--- config.mk ---
export PLATFORM = sky130hd
export DESIGN_NAME = fc2_accum
export DESIGN_NICKNAME = d
export VERILOG_FILES = /design/src/rtl/fc2_pkg.sv /design/src/rtl/fc2_act_buf.sv /design/src/rtl/fc2_accum.sv
export SDC_FILE = /design/constraint.sdc
export NUM_CORES = 1
export LEC_CHECK = 0
export BUFFER_PORTS_ARGS = -buffer_cell sky130_fd_sc_hd__buf_2
export CAP_MARGIN = 5
export CELL_PAD_IN_SITES_DETAIL_PLACEMENT = 1
export CELL_PAD_IN_SITES_GLOBAL_PLACEMENT = 2
export CORE_UTILIZATION = 35
export CTS_CLUSTER_DIAMETER = 100
export CTS_CLUSTER_SIZE = 25
export DETAILED_ROUTE_END_ITERATION = 10
export GPL_ROUTABILITY_DRIVEN = 0
export PLACE_DENSITY = 0.86
export SLEW_MARGIN = 20
export SYNTH_ARGS = -nofsm -noshare
export SYNTH_HDL_FRONTEND = slang
export SYNTH_SLANG_ARGS = --single-unit
--- constraint.sdc ---
create_clock -name clk -period 2.5 [get_ports clk]
set_clock_uncertainty 0.05 [all_clocks]
set_input_delay 0.25 -clock clk [delete_from_list [all_inputs] [get_ports clk]]
set_output_delay 0.25 -clock clk [all_outputs]
set_load 0.02 [all_outputs]
--- src/rtl/fc2_pkg.sv ---
// Shared state encoding and default geometry for the FC2 accumulator core.
package fc2_pkg;

    typedef enum logic [1:0] {
        IDLE    = 2'd0,
        LOAD    = 2'd1,
        COMPUTE = 2'd2,
        DONE    = 2'd3
    } fc2_state_t;

    localparam int FC2_N_IN      = 64;
    localparam int FC2_N_OUT     = 10;
    localparam int FC2_W_WIDTH   = 8;
    localparam int FC2_ACC_WIDTH = 32;
    localparam int ROW_LEN       = FC2_N_IN + 1;

    // Index width that stays legal (>= 1 bit) for degenerate sizes.
    function automatic int idx_bits(input int n);
        return (n > 1) ? $clog2(n) : 1;
    endfunction

endpackage

--- src/rtl/fc2_act_buf.sv ---
// Activation register file: write one bit by index, read one bit by index.
// Write lands on the next edge, read is combinational; no flow control.
module fc2_act_buf
    import fc2_pkg::*;
#(
    parameter int N_IN = FC2_N_IN,
    localparam int IW  = idx_bits(N_IN)
) (
    input  logic          clk,
    input  logic          wr_en,
    input  logic [IW-1:0] wr_idx,
    input  logic          wr_bit,
    input  logic [IW-1:0] rd_idx,
    output logic          rd_bit
);

    // Contents need no reset: every bit is rewritten before it is read.
    logic [N_IN-1:0] bits;

    always_ff @(posedge clk) begin
        if (wr_en) begin
            bits[wr_idx] <= wr_bit;
        end
    end

    assign rd_bit = bits[rd_idx];

endmodule

--- src/rtl/fc2_accum.sv ---
// FC2 core: buffers N_IN activation bits, then streams ROM weights to form N_OUT signed sums.
// Sum j appears (j+1)*(N_IN+1)+1 cycles after COMPUTE entry; no downstream backpressure; FC2_ARGMAX_EN adds argmax.
module fc2_accum
    import fc2_pkg::*;
#(
    parameter int N_IN       = FC2_N_IN,
    parameter int N_OUT      = FC2_N_OUT,
    parameter int W_WIDTH    = FC2_W_WIDTH,
    parameter int ACC_WIDTH  = FC2_ACC_WIDTH,
    parameter int ADDR_WIDTH = 10
) (
    input  logic                  clk,
    input  logic                  rst_n,
    input  logic                  act_in,
    input  logic                  act_valid,
    output logic                  act_ready,
    output logic [ADDR_WIDTH-1:0] rom_addr,
    output logic                  rom_rd,
    input  logic [W_WIDTH-1:0]    rom_data,
    output logic [ACC_WIDTH-1:0]  data_out,
    output logic                  valid_out,
    output logic                  busy,
    output logic                  done
`ifdef FC2_ARGMAX_EN
    ,
    output logic [idx_bits(N_OUT)-1:0] class_idx,
    output logic                       class_valid
`endif
);

    localparam int ROW = N_IN + 1;
    localparam int IW  = idx_bits(N_IN);
    localparam int CW  = idx_bits(ROW);
    localparam int RW  = idx_bits(N_OUT);

    localparam logic [IW-1:0] LAST_IN  = IW'(N_IN - 1);
    localparam logic [CW-1:0] BIAS_COL = CW'(N_IN);
    localparam logic [RW-1:0] LAST_ROW = RW'(N_OUT - 1);

    // Position of the word whose ROM data arrives this cycle.
    typedef struct packed {
        logic          vld;
        logic [CW-1:0] col;
        logic [RW-1:0] row;
    } rd_tag_t;

    fc2_state_t state, nxt;

    logic [IW-1:0]         wr_idx;
    logic                  accept;
    logic                  issuing;
    logic [ADDR_WIDTH-1:0] addr;
    logic [CW-1:0]         col;
    logic [RW-1:0]         row;
    logic                  last_issue;
    rd_tag_t               tag;
    logic                  act_bit;
    logic                  bias_cyc;
    logic                  fin;
    logic [ACC_WIDTH-1:0]  acc;
    logic [ACC_WIDTH-1:0]  w_ext;
    logic [ACC_WIDTH-1:0]  sum;

    assign accept     = act_valid && act_ready;
    assign last_issue = issuing && (col == BIAS_COL) && (row == LAST_ROW);
    assign bias_cyc   = tag.vld && (tag.col == BIAS_COL);
    assign w_ext      = {{(ACC_WIDTH-W_WIDTH){rom_data[W_WIDTH-1]}}, rom_data};
    assign sum        = acc + w_ext;
    assign rom_addr   = addr;
    assign rom_rd     = issuing;

    fc2_act_buf #(.N_IN(N_IN)) u_act_buf (
        .clk    (clk),
        .wr_en  (accept),
        .wr_idx (wr_idx),
        .wr_bit (act_in),
        .rd_idx (tag.col[IW-1:0]),
        .rd_bit (act_bit)
    );

    always_ff @(posedge clk) begin
        if (!rst_n) begin
            state <= IDLE;
        end else begin
            state <= nxt;
        end
    end

    always_comb begin
        nxt = state;
        case (state)
            IDLE, LOAD: begin
                if (accept) begin
                    nxt = (wr_idx == LAST_IN) ? COMPUTE : LOAD;
                end
            end
            COMPUTE: begin
                if (valid_out && fin) begin
                    nxt = DONE;
                end
            end
            DONE:    nxt = IDLE;
            default: nxt = IDLE;
        endcase
    end

    // Status outputs are registered from the next state so they read 0 while in reset.
    always_ff @(posedge clk) begin
        if (!rst_n) begin
            act_ready <= 1'b0;
            busy      <= 1'b0;
            done      <= 1'b0;
            valid_out <= 1'b0;
            data_out  <= '0;
            wr_idx    <= '0;
            issuing   <= 1'b0;
            addr      <= '0;
            col       <= '0;
            row       <= '0;
            tag       <= '0;
            acc       <= '0;
            fin       <= 1'b0;
        end else begin
            act_ready <= (nxt == IDLE) || (nxt == LOAD);
            busy      <= (nxt == LOAD) || (nxt == COMPUTE);
            done      <= (nxt == DONE);
            valid_out <= 1'b0;

            if (accept) begin
                wr_idx <= (wr_idx == LAST_IN) ? '0 : wr_idx + IW'(1);
            end

            if (state != COMPUTE && nxt == COMPUTE) begin
                issuing <= 1'b1;
                addr    <= '0;
                col     <= '0;
                row     <= '0;
            end else if (issuing) begin
                if (last_issue) begin
                    issuing <= 1'b0;
                    addr    <= '0;
                    col     <= '0;
                    row     <= '0;
                end else begin
                    addr <= addr + ADDR_WIDTH'(1);
                    if (col == BIAS_COL) begin
                        col <= '0;
                        row <= row + RW'(1);
                    end else begin
                        col <= col + CW'(1);
                    end
                end
            end

            tag.vld <= issuing;
            tag.col <= col;
            tag.row <= row;

            if (bias_cyc) begin
                data_out  <= sum;
                valid_out <= 1'b1;
                acc       <= '0;
                fin       <= (tag.row == LAST_ROW);
            end else if (tag.vld && act_bit) begin
                acc <= sum;
            end

            if (state == DONE) begin
                fin <= 1'b0;
            end
        end
    end

`ifdef FC2_ARGMAX_EN
    logic [ACC_WIDTH-1:0] best_val;
    logic [RW-1:0]        best_idx;

    // Strict greater-than keeps the lowest index on ties.
    always_ff @(posedge clk) begin
        if (!rst_n) begin
            best_val    <= '0;
            best_idx    <= '0;
            class_idx   <= '0;
            class_valid <= 1'b0;
        end else begin
            class_valid <= (nxt == DONE);
            if (bias_cyc && ((tag.row == '0) || ($signed(sum) > $signed(best_val)))) begin
                best_val <= sum;
                best_idx <= tag.row;
            end
            if (nxt == DONE) begin
                class_idx <= best_idx;
            end
        end
    end
`endif

endmodule

==> summary.txt, run 1 <==
Outcome
  – Status: finished, violations left
  – Failing checks: negative setup slack

Floorplan
  – # rows: 57
  – Die width: 161 um
  – DIE AREA: 25900 um^2
  – Starting Density: 0.360
  – Core Footprint: 24500 um^2
  – DIE HEIGHT: 161 um
  – IO Pins: 59

Route
  – Total Wirelength: 25800 um
  – Initial DRT Pass Iterations: 5
  – Post-route ant nets: 0
  – Initial DRC Count: 392
  – Drt via density: 5.20
  – WL/cell: 18.2 um
  – Total number of vias: 7364
  – Remaining DRCs: 0

Clock tree
  – H-tree depth: 4
  – Clock Latency Late Sink: 0.45 ns
  – CTS tree: done
  – Clock tree root buffer cell: clkbuf_16
  – Max clock buf depth: 2
  – Num CTS Buffers: 17
  – CTS clock-pin slew for the worst setup and hold paths: 0.08 ns
  – Hold buffer count at cts: 0
  – Total clock sinks: 175

Timing
  – Clock period minus worst slack: 2.64 ns
  – # setup viols final: 35
  – Max Slew Vio Count: 0
  – Worst-margin pin slew: 0.978 ns
  – Slew headroom: 0.348
  – Fin. Hold Viols: 0
  – Max Freq: 0.378 GHz
  – Period utilisation layout: 1.06
  – Worst Slack Setup Final: -0.143 ns
  – RSZ-0062 raised after global routing: yes

Final layout
  – Area grow syn2layout: 28.9%
  – Antenna diode count: 0
  – Share of layout cells above drive strength 1: 0.277
  – Net count, final: 1133
  – Finished Layout Cells: 1416

Logic synthesis
  – EDFF count, synth: 64
  – Netlist cell types: 70
  – Post-synth top flop: dfxtp_1
  – FF+latch count, synth: 175
  – Synth Net Count: 973
  – YS warnings: 0
  – Register area share after synthesis: 0.470
  – Mapped Cells: 919
  – Mapped Avg Cell Area: 9.60 um^2
  – Asr flop ratio synth: 0
  – Post-Synthesis Cell Area: 8830 um^2

Worst setup path
  – Crit. End Element: flop
  – Crit path kind: flop to flop
  – Critical path, cell by cell: buf_16 > buf_4 > mux4_2 > mux2i_1 > mux4_2 > nor2b_4 > a311oi_4 > buf_4 > buf_6 > inv_12 > mux2i_1 > nor2_1
  – Slowest stage delay, CP: 0.50 ns
  – Family with the most delay on the worst path: multiplexers
  – Crit path arrival time: 2.92 ns
  – Crit path max fanout: 20
  – CP required: 2.78 ns
  – Crit path buf inv count: 5
  – CP Launch Type: flop
  – Slowest CP cell: mux4_2

Place
  – Count of input and output buffers: 58
  – # placed instances: 1368
  – Post-DP HPWL: 17700 um

Global route
  – GRT Total Usage: 0.199
  – Overflow after GRT: 0
  – Vias in the first global route: 7714
  – Initial antenna violation count: 1
  – Largest net degree at the start of global routing: 65
  – First-pass GRT wire length: 40500 um

Pwr
  – Power, Total: 6.19 mW
  – PD cells: 544 nW/um^2
  – Maximum vdd drop: 0.000379 V
  – Leakage: 4.49 nW

Job
  – Max Cap Viol: 0

Worst hold path
  – Hold Crit Class: input port to flop
## worst min-delay path: stages
cell and delay [ns]:
buf_2 0.13, nand3_1 0.07, a21boi_0 0.08
## logic make-up after synthesis
group	Yosys count	share of synthesized area
XOR/XNOR	45	0.0447
flip-flops	175	0.470
adder cells (fa/ha/maj)	42	0.0604
AND/OR/NAND/NOR	368	0.189
multiplexers	38	0.0659
AO/OA/AOI/OAI	188	0.138
buffers and inverters	63	0.0325
## path summary, 6_finish.rpt
| kind | from | endpoint | slack [ns] | depth (start not counted) |
|---|---|---|---|---|
| max | tag[4] | acc[17] | -0.14 | 12 |
| min | act_valid | wr_idx[1] | 0.09 | 3 |
| max reg2reg | tag[4] | acc[17] | -0.14 | 12 |
| min reg2reg | data_out[24] | data_out[24] | 0.40 | 2 |
## repair_timing
action	CTS	global route
pin swaps	14	26
setup endpoints to repair	52	55
cloned	2	0
setup buffers	5	11
resized for setup	55	59
## synthesized netlist by cell type (5+ instances only)
cell,number,share of area
and3_1,9,0.0064
a21oi_1,58,0.033
nand4_1,17,0.012
o211ai_1,5,0.0043
o21bai_1,8,0.0068
a211oi_1,7,0.0060
inv_1,16,0.0068
xnor2_1,30,0.030
a22o_1,5,0.0050
nand2b_1,7,0.0050
nand2_1,118,0.050
and2_1,20,0.014
nor2_1,132,0.056
buf_6,5,0.0064
o21ai_0,38,0.022
mux2i_1,24,0.027
or3_1,5,0.0035
a21o_1,13,0.011
edfxtp_1,64,0.22
ha_1,41,0.058
o21a_1,8,0.0068
a21boi_0,18,0.015
nand3_1,25,0.014
dfxtp_1,111,0.25
mux4_1,10,0.030
clkbuf_1,36,0.015
xor2_1,15,0.015
nor2b_1,8,0.0057
## registers in the layout, indices dropped and copies added, names as in the netlist
name,count
wr_idx,6
act_ready,1
valid_out,1
u_act_buf.bits,64
row,4
data_out,32
busy,1
tag,12
rom_addr,10
fin,1
acc,32
state,2
rom_rd,1
col,7
done,1
## where the power goes
part | switching [mW] | internal, mW
Sequential | 0.00745 | 2.95
Combinational | 0.207 | 0.139
Clock | 1.48 | 1.41
Total | 1.69 | 4.50
## layout make-up
class / instances / area [um^2]
Inverter: 18 / 80.1
Clock buffer: 17 / 425
Sequential cell: 175 / 4150
Tap cell: 324 / 405
Clock inverter: 15 / 206
Fill cell: 2827 / 13200
Timing Repair Buffer: 186 / 1380
Multi-Input combinational cell: 681 / 4730
## layer usage
metal	share of wire	global-route usage	vias to the layer above
li1	-	-	3567
met3	0.022	0.0230	33
met5	0	0	-
met2	0.51	0.353	108
met4	0.019	0.0703	0
met1	0.45	0.248	3656
## placed cells by master (no fill, tap or decap), drive strengths merged, types with 8 or more instances in the layout
cell type and count:
buf 186, nor2 132, nand2 118, dfxtp 111, edfxtp 64, a21oi 58
ha 41, o21ai 39, xnor2 30, inv 29, nand3 25, mux2i 24
and2 20, a21boi 18, nand4 17, clkbuf 17, xor2 15, a21o 13
mux4 13, and3 9, o21bai 8, o21a 8, nor2b 8, a211oi 8
## through the flow
step / hold slack, ns / setup TNS [ns] / setup WS (ns) / util / instance area, um^2
6_report: 0.0850 / -3.11 / -0.143 / 0.464 / 11400
5_1_grt: 0.130 / -6.92 / -0.236 / 0.464 / 11400
3_3_place_gp: 0.382 / -4.77 / -0.214 / 0.417 / 10200
2_1_floorplan: 0.299 / -0.00832 / -0.00832 / - / 8840
4_1_cts: 0.0914 / -1.28 / -0.110 / 0.449 / 11000
3_5_place_dp: 0.388 / -9.20 / -0.283 / 0.417 / 10200
Note: power is estimated with default switching activity, not from simulation.
==> run 2, diff against run 1 <==
--- a/config.mk
+++ b/config.mk
@@ -14,7 +14,7 @@
 export CTS_CLUSTER_SIZE = 25
 export DETAILED_ROUTE_END_ITERATION = 10
 export GPL_ROUTABILITY_DRIVEN = 0
-export PLACE_DENSITY = 0.86
+export PLACE_DENSITY_LB_ADDON = 0.1
 export SLEW_MARGIN = 20
 export SYNTH_ARGS = -nofsm -noshare
 export SYNTH_HDL_FRONTEND = slang
==> run 2 against run 1 <==
  * Wire length shrank 1.2%
  * Power shrank 3.7%
  * Register-to-register slack lost 0.02 ns
  * Die area is the same
  * Largest cell class unchanged
  * Sequential power is essentially flat
  * Worst setup slack lost 0.020 ns
  * Critical path depth shrank 2
  * Final cell count grew 0.35%
  * The flow still finishes with violations (negative setup slack)
  * Count of clock-buffer cells in the layout grew 1
  * Maximum frequency shrank 0.75%
  * Utilization shrank 0.30 points
  * Non-clock buffer count grew 5
==> summary.txt, run 2 (same netlist as run 1, synthesis figures left out) <==
Final layout
  – Share of layout cells above drive strength 1: 0.279 (+0.00147)
  – Antenna diode count: 0 (unchanged)
  – Finished Core Util: 0.461 (-0.00301)
  – Commonest non-fill, non-tap cell in the layout: nor2_1
  – Biggest regs: u_act_buf.bits (64), acc (32), data_out (32)
  – Finished Layout Cells: 1421 (+0.35%)
  – Net count, final: 1138 (+0.44%)
  – Most flops, register: u_act_buf.bits
  – Commonest non-fill, non-tap cells in the layout: nor2_1 (130), buf_4 (121), nand2_1 (117)
  – Area grow syn2layout: 28.0%
  – Max reg flops: 64 (unchanged)
  – Fin area: 11300 um^2 (-0.65%)

Place
  – Count of input and output buffers: 58 (unchanged)
  – Cell Area, Placed: 10300 um^2 (+0.76%)
  – Post-DP HPWL: 18100 um (+1.9%)
  – # placed instances: 1380 (+0.88%)

Pwr
  – Leakage: 4.52 nW (+0.66%)
  – Power, Total: 5.95 mW (-3.7%)
  – PD cells: 527 nW/um^2 (-3.1%)
  – Maximum vdd drop: 0.000382 V (+0.68%)

Worst hold path
  – Hold Crit Class: input port to flop
  – Hold_sp: act_valid
  – Hold Crit Depth: 3 (unchanged)
  – Hold Crit Endpoint: wr_idx[1]

Route
  – WL/cell: 17.9 um (-1.5%)
  – Drt via density: 5.09 (-2.1%)
  – Initial DRC Count: 232 (-41%)
  – Initial DRT Pass Iterations: 4 (-1)
  – Total number of vias: 7234 (-1.8%)
  – Remaining DRCs: 0 (unchanged)
  – Post-route ant nets: 0 (unchanged)
  – Total Wirelength: 25500 um (-1.2%)

Timing
  – Max Freq: 0.376 GHz (-0.75%)
  – Post-route setup TNS: -3.04 ns (+0.0654 ns)
  – Period utilisation layout: 1.07 (+0.00799)
  – Slew headroom: 0.308 (-0.0398)
  – # setup viols final: 38 (+8.6%)
  – Worst-margin pin slew: 1.04 ns (+0.0597 ns)
  – Max Slew Vio Count: 0 (unchanged)
  – Clock period minus worst slack: 2.66 ns (+0.0200 ns)
  – Worst Slack Setup Final: -0.163 ns (-0.0200 ns)
  – Fin. Hold Viols: 0 (unchanged)
  – RSZ-0062 raised after global routing: yes

Clock tree
  – H-tree depth: 4 (unchanged)
  – Clock Latency Late Sink: 0.43 ns (-0.02 ns)
  – CTS tree: done
  – Total clock sinks: 175 (unchanged)
  – CTS clock-pin slew for the worst setup and hold paths: 0.07 ns (about the same)
  – Max clock buf depth: 2 (unchanged)
  – Num CTS Buffers: 17 (unchanged)
  – Clock tree root buffer cell: clkbuf_16

Outcome
  – Status: finished, violations left
  – Failing checks: negative setup slack

Worst setup path
  – Crit path kind: flop to flop
  – Reg2Reg Setup Slack: -0.16 ns (-0.02 ns)
  – Slowest CP cell: mux4_2
  – Slowest stage delay, CP: 0.53 ns (+0.03 ns)
  – Crit path arrival time: 2.91 ns (about the same)
  – CP required: 2.75 ns (-0.03 ns)
  – Crit Reg-Reg Endpoint: acc[18]
  – Crit path max fanout: 7 (-65%)
  – Crit. End Element: flop
  – Reg2Reg Launch Point: tag[4]
  – Crit path buf inv count: 3 (-2)
  – CP Launch Type: flop
  – Worst r2r path cells: 10 (-2)
  – Critical path, cell by cell: buf_12 > mux4_2 > mux2i_4 > mux4_2 > nor2b_2 > a311oi_4 > buf_6 > buf_6 > mux2i_1 > nor2_1
  – Family with the most delay on the worst path: multiplexers

Global route
  – First-pass GRT wire length: 41200 um (+1.6%)
  – Overflow after GRT: 0 (unchanged)
  – Largest net degree at the start of global routing: 65 (unchanged)
  – Initial antenna violation count: 0 (-1)
  – Vias in the first global route: 7665 (-0.64%)
  – GRT Total Usage: 0.203 (+0.00415)

Floorplan
  – Core Footprint: 24500 um^2 (unchanged)
  – Die width: 161 um (unchanged)
  – DIE HEIGHT: 161 um (unchanged)
  – Starting Density: 0.360 (unchanged)
  – # rows: 57 (unchanged)
  – DIE AREA: 25900 um^2 (unchanged)
  – IO Pins: 59 (unchanged)

Job
  – Max Cap Viol: 0 (unchanged)
## run 2: cell types whose count changed in the layout (fill, tap and decap cells not counted), moves of 5 or more
cell | previous run | this run
a21oi_1 | 51 | 46
buf_4 | 112 | 121
a21oi_2 | 7 | 12
ha_4 | 7 | 2
inv_12 | 7 | 0
## run 2: tightest hold or removal path, stage by stage
cell and delay (ns):
buf_2 0.14, nand3_1 0.08, a21boi_0 0.06
## run 2: area by class of cell
class | count | area, um^2
clock buffers | 18 | 429
clock inverters | 14 | 149
fillers | 2867 | 13200
inverters | 18 | 72.6
multi-input cells | 681 | 4720
flip-flops and latches | 175 | 4150
well taps | 324 | 405
repair buffers | 191 | 1380
## run 2: layer usage
layer  vias to the layer above  global-route usage  part of all wire
li1                       3594                   -                 -
met1                      3534               0.278              0.49
met2                        90               0.339              0.47
met3                        16              0.0338             0.027
met4                         0              0.0356            0.0074
met5                         -                   0                 0
## run 2: power breakdown
group | switching [mW] | internal [mW] | total, mW | leakage (nW)
clock | 1.24 | 1.41 | 2.65 | 0.278
combinational | 0.202 | 0.138 | 0.340 | 2.77
sequential | 0.00869 | 2.95 | 2.96 | 1.47
total | 1.45 | 4.51 | 5.95 | 4.52
## run 2: worst max path at each step
stage / startpoint / end / depth (start not counted)
3_3_place_gp: rom_data[0] / acc[30] / 11
4_1_cts: tag[4] / acc[18] / 10
3_5_place_dp: tag[4] / acc[30] / 10
2_1_floorplan: acc[0] / data_out[24] / 10
5_1_grt: tag[4] / acc[13] / 10
6_report: tag[4] / acc[18] / 10
## run 2: through the flow
| step | hold slack, ns | setup WS [ns] |
|---|---|---|
| after detailed placement | 0.389 | -0.344 |
| after global placement | 0.380 | -0.263 |
| after CTS | 0.0947 | -0.160 |
| after global routing | 0.164 | -0.259 |
| final | 0.106 | -0.163 |
| after floorplan | 0.299 | -0.00832 |
## run 2: what timing repair did
| item | CTS | global route |
|---|---|---|
| setup endpoints to repair | 43 | 52 |
| pin swaps | 19 | 24 |
| setup buffers | 6 | 3 |
| resized for setup | 62 | 49 |
| cloned | 1 | 0 |
| hold buffers | 0 | 0 |
==> run 3, diff against run 2 <==
--- a/config.mk
+++ b/config.mk
@@ -9,7 +9,7 @@
 export CAP_MARGIN = 5
 export CELL_PAD_IN_SITES_DETAIL_PLACEMENT = 1
 export CELL_PAD_IN_SITES_GLOBAL_PLACEMENT = 2
-export CORE_UTILIZATION = 35
+export CORE_UTILIZATION = 39
 export CTS_CLUSTER_DIAMETER = 100
 export CTS_CLUSTER_SIZE = 25
 export DETAILED_ROUTE_END_ITERATION = 10
==> constraint.sdc (replaced) <==
create_clock -name clk -period 2.9 [get_ports clk]
set_clock_uncertainty 0.05 [all_clocks]
set_input_delay 0.29 -clock clk [delete_from_list [all_inputs] [get_ports clk]]
set_output_delay 0.29 -clock clk [all_outputs]
set_load 0.02 [all_outputs]
==> run 3 against run 2 <==
  * The flow now finishes without violations
  * First-iteration DRC count increased by 7.3%
  * Power decreased by 16%
  * Hold slack improved by 0.033 ns
  * Clock power decreased by 16%
  * Via count decreased by 4.9%
  * Maximum frequency decreased by 4.1%
  * Count of clock-buffer cells in the layout decreased by 1
  * Utilization increased by 0.39 points
  * Critical endpoint is now data_out[16]
  * Largest cell class unchanged
==> summary.txt, run 3 (same netlist as run 1, synthesis figures left out) <==
Outcome
  – Status: finished clean

Timing
  – Slew headroom: 0.356 (+0.0477)
  – Fin. Hold Viols: 0 (unchanged)
  – Max Freq: 0.360 GHz (-4.1%)
  – Max Slew Vio Count: 0 (unchanged)
  – Period utilisation layout: 0.957 (-0.108)
  – Worst-margin pin slew: 0.967 ns (-0.0715 ns)
  – RSZ-0062 raised after global routing: no
  – # setup viols final: 0 (-100%)
  – Clock period minus worst slack: 2.78 ns (+0.112 ns)

Worst setup path
  – Crit path max fanout: 4 (-3)
  – CP required: 3.16 ns (+0.41 ns)
  – CP Launch Type: flop
  – Crit path arrival time: 3.04 ns (+0.13 ns)
  – Reg2Reg Setup Slack: 0.12 ns (+0.29 ns)
  – Worst r2r path cells: 11 (+1)
  – Crit path kind: flop to flop
  – Slowest CP cell: fa_2
  – Crit. End Element: flop
  – Crit path buf inv count: 2 (-1)
  – Critical path, cell by cell: ha_1 > fa_2 > a21o_1 > a221oi_2 > buf_4 > o31a_1 > buf_4 > o21ai_0 > a21oi_1 > xor2_2 > o21ai_0
  – Reg2Reg Launch Point: acc[0]
  – Crit. Startpoint: acc[0]
  – Family with the most delay on the worst path: compound AO/OA/AOI/OAI gates
  – Slowest stage delay, CP: 0.36 ns (-0.17 ns)
  – Crit Reg-Reg Endpoint: data_out[16]

Clock tree
  – Clock tree root buffer cell: clkbuf_16
  – CTS tree: done
  – Max clock buf depth: 2 (unchanged)
  – Clock Latency Late Sink: 0.44 ns (about the same)
  – CTS clock-pin slew for the worst setup and hold paths: 0.07 ns (about the same)
  – Hold buffer count at cts: 0 (unchanged)
  – Postcts setup bufs: 0 (-6)
  – H-tree depth: 4 (unchanged)
  – Num CTS Buffers: 17 (unchanged)
  – Total clock sinks: 175 (unchanged)

Pwr
  – Leakage: 4.00 nW (-11%)
  – Power, Total: 5.01 mW (-16%)
  – Sequential share of power: 0.509 (+0.012)
  – PD cells: 490 nW/um^2 (-7.0%)
  – Internal Dissipation: 3.77 mW (-16%)
  – Switching share of power: 0.248 (+0.00520)
  – Share of total power in the clock network: 0.444 (-0.002)
  – Gate power share: 0.047 (-0.010)
  – Sw power: 1.25 mW (-14%)
  – Maximum vdd drop: 0.000368 V (-3.6%)

Final layout
  – Net count, final: 1048 (-7.9%)
  – Antenna diode count: 0 (unchanged)
  – Commonest non-fill, non-tap cells in the layout: nor2_1 (132), nand2_1 (117), dfxtp_1 (111)
  – Max reg flops: 64 (unchanged)
  – Most flops, register: u_act_buf.bits
  – Area grow syn2layout: 15.9%
  – Share of layout cells above drive strength 1: 0.153 (-0.126)
  – Biggest regs: u_act_buf.bits (64), acc (32), data_out (32)
  – Commonest non-fill, non-tap cell in the layout: nor2_1
  – Finished Layout Cells: 1287 (-9.4%)
  – Fillers: 2467 (-14%)

Route
  – Total Wirelength: 23300 um (-8.8%)
  – Post-route ant nets: 0 (unchanged)
  – Initial DRC Count: 249 (+7.3%)
  – Total number of vias: 6879 (-4.9%)
  – Remaining DRCs: 0 (unchanged)
  – Initial DRT Pass Iterations: 6 (+2)
  – WL/cell: 18.1 um (+0.67%)
  – Drt via density: 5.34 (+5.0%)

Worst hold path
  – Hold_sp: act_valid
  – Hold Crit Depth: 3 (unchanged)
  – Hold Crit Class: input port to flop
  – Hold Crit Endpoint: wr_idx[1]

Floorplan
  – # rows: 54 (-5.3%)
  – IO Pins: 59 (unchanged)
  – DIE AREA: 23200 um^2 (-10%)
  – Starting Density: 0.401 (+0.0410)
  – Die width: 152 um (-5.2%)
  – DIE HEIGHT: 152 um (-5.2%)
  – Core Footprint: 22000 um^2 (-10%)

Global route
  – Largest net degree at the start of global routing: 65 (unchanged)
  – Vias in the first global route: 7145 (-6.8%)
  – First-pass GRT wire length: 37700 um (-8.4%)
  – Overflow after GRT: 0 (unchanged)
  – Initial antenna violation count: 0 (unchanged)
  – GRT Total Usage: 0.206 (+0.00334)

Place
  – # placed instances: 1256 (-9.0%)
  – Count of input and output buffers: 58 (unchanged)
  – Post-DP HPWL: 16900 um (-6.7%)

Job
  – Max Cap Viol: 0 (unchanged)
[run 3: how the worst max path moves through the flow]
stage                   end  slack [ns]  cells after the start
4_1_cts             acc[30]       0.002                     10
3_3_place_gp   data_out[16]       -0.03                     12
3_5_place_dp   data_out[16]       -0.07                     12
5_1_grt             acc[22]       0.003                     10
6_report       data_out[16]        0.12                     11
2_1_floorplan  data_out[24]        0.25                     10
[run 3: what timing repair did]
item / in CTS / in global routing
pin swaps: 0 / 2
resized for setup: 0 / 9
endpoints found under the setup margin: 1 / 20
[run 3: area by class of cell]
cell class	instances	area [um^2]	area share
Sequential cell	175	4140	0.405
Multi-Input combinational cell	681	4430	0.433
Clock buffer	17	425	0.0416
Inverter	18	70.1	0.00685
Timing Repair Buffer	101	667	0.0652
Tap cell	280	350	0.0342
Clock inverter	15	143	0.0139
[run 3: worst min-delay path: cells and delay by family]
family	cells	cell delay, ns
AND/OR/NAND/NOR	1	0.08
buffers and inverters	1	0.13
AO/OA/AOI/OAI	1	0.07
[run 3: power groups by stage]
stage	clock network, mW	logic, mW	registers [mW]
2_1_floorplan	0	0.135	2.61
3_3_place_gp	0	0.227	2.61
3_5_place_dp	0	0.234	2.61
4_1_cts	2.29	0.235	2.55
5_1_grt	2.39	0.259	2.55
6_report	2.23	0.234	2.55
[run 3: per-stage QoR]
step	setup WS [ns]	instance area [um^2]	hold slack [ns]	TNS (ns)	util
global placement	-0.0323	9640	0.381	-0.0340	0.438
finish	0.125	10200	0.138	0	0.465
detailed placement	-0.0658	9640	0.394	-0.213	0.438
floorplan	0.250	8830	0.339	0	-
global route	0.00298	10200	0.162	0	0.465
CTS	0.00247	10200	0.116	0	0.463
[run 3: metal layers]
layer  routed length (um)  share of wire  up-vias  track usage
met2                10900           0.47       99        0.341
met1                11200           0.48     3362        0.271
met4                  204         0.0088        0       0.0505
met5                    0              0        -            0
li1                     -              -     3401            -
met3                  983          0.042       17       0.0495
